<file path="src/rtl/nibble_frame_rx.sv">
// Serial framed-nibble receiver feeding a 4-bit D-latch: start bit, 4 data bits MSB-first,
// optional even parity, stop bit. Only validated frames reach D and strobe En.
module nibble_frame_rx #(
    parameter int PARITY_EN = 1,
    parameter int CNT_W     = 8
) (
    input  logic             clk,
    input  logic             rst,
    input  logic             sin,
    input  logic             sin_valid,
    output logic [3:0]       D,
    output logic             En,
    output logic             frame_err,
    output logic             busy,
    output logic [CNT_W-1:0] frame_cnt
);

    typedef enum logic [2:0] {
        IDLE,
        DATA,
        PAR,
        STOP,
        LOAD
    } state_t;

    state_t           state_reg, state_next;
    logic [3:0]       shift_reg, shift_next;
    logic [1:0]       bit_cnt_reg, bit_cnt_next;
    logic [3:0]       d_reg, d_next;
    logic             en_reg, en_next;
    logic             err_reg, err_next;
    logic [CNT_W-1:0] cnt_reg, cnt_next;

    always_ff @(posedge clk or posedge rst) begin
        if (rst) begin
            state_reg   <= IDLE;
            shift_reg   <= '0;
            bit_cnt_reg <= '0;
            d_reg       <= '0;
            en_reg      <= 1'b0;
            err_reg     <= 1'b0;
            cnt_reg     <= '0;
        end else begin
            state_reg   <= state_next;
            shift_reg   <= shift_next;
            bit_cnt_reg <= bit_cnt_next;
            d_reg       <= d_next;
            en_reg      <= en_next;
            err_reg     <= err_next;
            cnt_reg     <= cnt_next;
        end
    end

    always_comb begin
        state_next   = state_reg;
        shift_next   = shift_reg;
        bit_cnt_next = bit_cnt_reg;
        d_next       = d_reg;
        cnt_next     = cnt_reg;
        en_next      = 1'b0;
        err_next     = 1'b0;

        case (state_reg)
            IDLE: begin
                if (sin_valid && !sin) begin
                    state_next   = DATA;
                    bit_cnt_next = 2'd0;
                end
            end
            DATA: begin
                if (sin_valid) begin
                    shift_next   = {shift_reg[2:0], sin};
                    bit_cnt_next = bit_cnt_reg + 2'd1;
                    if (bit_cnt_reg == 2'd3) begin
                        if (PARITY_EN != 0) state_next = PAR;
                        else                state_next = STOP;
                    end
                end
            end
            PAR: begin
                // Even parity: the parity bit equals the XOR of the data bits.
                if (sin_valid) begin
                    if (sin == ^shift_reg) begin
                        state_next = STOP;
                    end else begin
                        err_next   = 1'b1;
                        state_next = IDLE;
                    end
                end
            end
            STOP: begin
                if (sin_valid) begin
                    if (sin) begin
                        d_next     = shift_reg;
                        en_next    = 1'b1;
                        cnt_next   = cnt_reg + 1'b1;
                        state_next = LOAD;
                    end else begin
                        err_next   = 1'b1;
                        state_next = IDLE;
                    end
                end
            end
            LOAD: begin
                // A start bit here is honoured so frames can run back to back.
                if (sin_valid && !sin) begin
                    state_next   = DATA;
                    bit_cnt_next = 2'd0;
                end else begin
                    state_next = IDLE;
                end
            end
            default: state_next = IDLE;
        endcase
    end

    assign D         = d_reg;
    assign En        = en_reg;
    assign frame_err = err_reg;
    assign busy      = (state_reg != IDLE) && (state_reg != LOAD);
    assign frame_cnt = cnt_reg;

endmodule

</file>
<file path="config.mk">
export PLATFORM = sky130hd
export DESIGN_NAME = nibble_frame_rx
export DESIGN_NICKNAME = d
export VERILOG_FILES = /design/src/rtl/nibble_frame_rx.sv
export SDC_FILE = /design/constraint.sdc
export NUM_CORES = 1
export LEC_CHECK = 0
export BUFFER_PORTS_ARGS = -buffer_cell sky130_fd_sc_hd__buf_2
export CAP_MARGIN = 20
export CELL_PAD_IN_SITES_DETAIL_PLACEMENT = 0
export CELL_PAD_IN_SITES_GLOBAL_PLACEMENT = 2
export CORE_MARGIN = 2
export CORE_UTILIZATION = 35
export DETAILED_ROUTE_END_ITERATION = 16
export GPL_TIMING_DRIVEN = 1
export PLACE_DENSITY_LB_ADDON = 0.1
export SKIP_CTS_REPAIR_TIMING = 1
export SYNTH_ARGS = -nofsm -noshare
export SYNTH_HDL_FRONTEND = slang
export SYNTH_SLANG_ARGS = --single-unit
</file>
<file path="constraint.sdc">
create_clock -name clk -period 1.8 [get_ports clk]
set_input_delay 0.09 -clock clk [delete_from_list [all_inputs] [get_ports clk]]
set_output_delay 0.09 -clock clk [all_outputs]
set_load 0.005 [all_outputs]
</file>
==> flow_metrics.env <==
export IMPL_drtIter0Drc=36
export IMPL_clkPwrFrac_pct=15.1
export IMPL_reg2regPathDepth=3
export IMPL_avgSynthCellArea_um2=11.95
export IMPL_period_share_pct=87.68
export IMPL_p_comb_share_pct=37.8
export IMPL_crit_path_cell_trace="xnor3_1 > or3_1 > a311oi_1"
export IMPL_dr_pass1_iters=4
export IMPL_path_max_fanout=4
export IMPL_holdWs_ns=0.1367
export IMPL_fin_crit_ns=1.578
export IMPL_p_per_area_mw_per_mm2=1337
export IMPL_crit_arrival_ns=1.82
export IMPL_cap_viol_max_count=0
export IMPL_p_sw_uw=590.7
export IMPL_p_sw_share_pct=34.45
export IMPL_stdcell_area_mm2=0.001282
export IMPL_setup_viol=0
export IMPL_die_y_um=60.06
export IMPL_grt_usage_pct=14.05
export IMPL_ys_ff_latch=23
export IMPL_num_antenna_cells=0
export IMPL_pin_count=19
export IMPL_critical_path_startpoint_type="flop"
export IMPL_p_leak_nw=0.6190
export IMPL_clkTransAtPathRegs_ns=0.14
export IMPL_gp_congestion=0.7264
export IMPL_run_status="finished, final reports clean"
export IMPL_peakVddDrop_mv=0.5899
export IMPL_grt_pass1_wl_mm=3.615
export IMPL_num_rows=20
export IMPL_port_buffers=18
export IMPL_final_core_util_pct=42.36
export IMPL_cts_sinks=23
export IMPL_cts_buffers_inserted=3
export IMPL_htreeDepth=1
export IMPL_intPower_mw=1.124
export IMPL_hold_path_depth=3
export IMPL_dieArea_mm2=0.003607
export IMPL_skew_ns=0.005191
export IMPL_cts_root_buf="clkbuf_4"
export IMPL_pre_cts_slack_ns=0.2224
export IMPL_postRouteAntennaNets=0
export IMPL_fin_ws_ns=0.2218
export IMPL_critPathKind="flop to flop"
export IMPL_grt_overflow=0
export IMPL_rrSetupSlack_ns=0.22
export IMPL_viasPerCell=4.795
export IMPL_drc_errors=0
export IMPL_ys_types=29
export IMPL_nFillCells=295
export IMPL_wl_per_cell_um=13.31
export IMPL_start_util_pct=36.32
export IMPL_dp_cells=151
export IMPL_largest_reg_flops=8
export IMPL_slowest_stage="xnor3_1"
export IMPL_multiInputGateArea_um2=484.2
export IMPL_instances_no_fill=156
export IMPL_end_kind="flop"
export IMPL_wirelength_mm=2.077
export IMPL_clockBufferDepth=2
export IMPL_crit_required_ns=2.04
export IMPL_reg2reg_from="shift_reg[0]"
export IMPL_syn_cell_area_mm2=0.001100
export IMPL_antenna_found_initial=0
export IMPL_grt_max_degree=24
export IMPL_hold_violations=0
export IMPL_regArea_um2=575.6
export IMPL_timing_rr_end="state_reg[1]"
export IMPL_rsz0062_at_grt="no"
export IMPL_worst_pin_slew_ns=0.4031
export IMPL_grt_pass1_vias=766
export IMPL_slew_violations=0
export IMPL_nNetsFinal=119
export IMPL_ys_warn_count=0
export IMPL_endpoint="state_reg[1]"
export IMPL_area_growth_pct=16.61
export IMPL_place_area_mm2=0.001242
export IMPL_core_mm2=0.003028
export IMPL_post_dp_hpwl_mm=1.446
export IMPL_crit_start="shift_reg[0]"
export IMPL_clk_latency_ns=0.33
export IMPL_synth_seq_area_share_pct=52.33
export IMPL_p_seq_share_pct=47.1
export IMPL_cts_tree="built"
export IMPL_relSlewSlack_pct=72.75
export IMPL_die_w_um=60.06
export IMPL_postSynthCellCount=92
export IMPL_holdCritPathClass="primary input to flop"
export IMPL_power_mw=1.715
export IMPL_syn_num_nets=98
export IMPL_cp_slowest_stage_delay_ns=0.48
export IMPL_fmax_mhz=633.7
export IMPL_drive_gt1_share_pct=34.82
export IMPL_tns_ns=0
export IMPL_num_vias=748
cells in the mapped netlist (all sizes together):
cell | n | share of area (%)
nand3b | 3 | 2.0
and4bb | 1 | 1.1
and4b | 1 | 1.0
nand2 | 4 | 1.4
inv | 4 | 1.4
dfrtp | 23 | 52
or4b | 1 | 0.91
a22o | 1 | 0.80
xor2 | 1 | 0.80
nand2b | 1 | 0.57
xnor3 | 1 | 2.0
nor2 | 1 | 0.34
or2 | 1 | 0.57
and3 | 1 | 0.57
nor4b | 1 | 0.80
xnor2 | 9 | 7.2
nand4 | 5 | 2.8
a311oi | 1 | 0.80
o21a | 1 | 0.68
mux2 | 10 | 10
a31oi | 2 | 1.1
nand3 | 1 | 0.45
o21ai | 4 | 1.8
or3 | 2 | 1.1
clkbuf | 6 | 2.3
ha | 2 | 2.3
and2 | 3 | 1.7
and4 | 1 | 0.80
critical path, delay by kind of cell, from the launching register on:
family                    cells  cell delay [ns]
AOI/OAI and AO/OA             1             0.27
xor gates and xnor gates      1             0.48
DFF                           1             0.41
and+or+nand+nor               1             0.33
how the worst min path moves through the flow:
stage	from	to	slack, ns
final	sin_valid	bit_cnt_reg[1]	0.14
after global routing	sin_valid	bit_cnt_reg[1]	0.15
after CTS	rst	frame_cnt[6]	-0.23
after detailed placement	rst	frame_cnt[6]	0.16
after global placement	rst	frame_cnt[6]	0.14
after floorplan	rst	D[0]	0.09
logic make-up after synthesis:
family,synth area share [%]
AO/OA/AOI/OAI,5.234
XOR/XNOR,10.01
adder cells (fa/ha/maj),2.275
buffers and inverters,3.640
flip-flops,52.33
multiplexers,10.24
AND/OR/NAND/NOR,16.27
power groups by stage:
| stage | combinational (mW) | clock [mW] | sequential (mW) |
|---|---|---|---|
| 2_1_floorplan | 0.511 | 0 | 0.770 |
| 3_3_place_gp | 0.657 | 0 | 0.824 |
| 3_5_place_dp | 0.662 | 0 | 0.818 |
| 4_1_cts | 0.666 | 0.277 | 0.809 |
| 5_1_grt | 0.733 | 0.293 | 0.837 |
| 6_report | 0.648 | 0.258 | 0.808 |
area by class of cell:
cell class,count,share of cell area (%)
multi-input cells,59,37.76
clock buffers,3,1.756
flip-flops and latches,23,44.88
repair buffers,22,9.561
inverters,4,1.171
well taps,44,4.293
clock inverters,1,0.5854
cells in the final DEF, fill, tap and decap left out, types with 2 or more instances in the layout:
cell type / synthesis / routed
mux2_2: 10 / 10
or3_1: 2 / 2
inv_1: 4 / 4
nand2_1: 4 / 4
buf_4: 0 / 3
buf_2: 0 / 18
o21ai_0: 4 / 4
dfrtp_1: 23 / 23
and2_1: 3 / 3
ha_1: 2 / 2
nand4_1: 5 / 5
xnor2_1: 9 / 9
clkbuf_4: 0 / 3
nand3b_1: 3 / 3
a31oi_1: 2 / 2
metal layers:
metal / up-vias / track usage, % / routed length (µm)
met4: 0 / 6.667 / 41
met1: 362 / 18.63 / 975
li1: 361 / - / -
met2: 20 / 20.34 / 931
met3: 5 / 4.978 / 128
met5: - / 0 / 0
(Power assumes the default switching activity.)
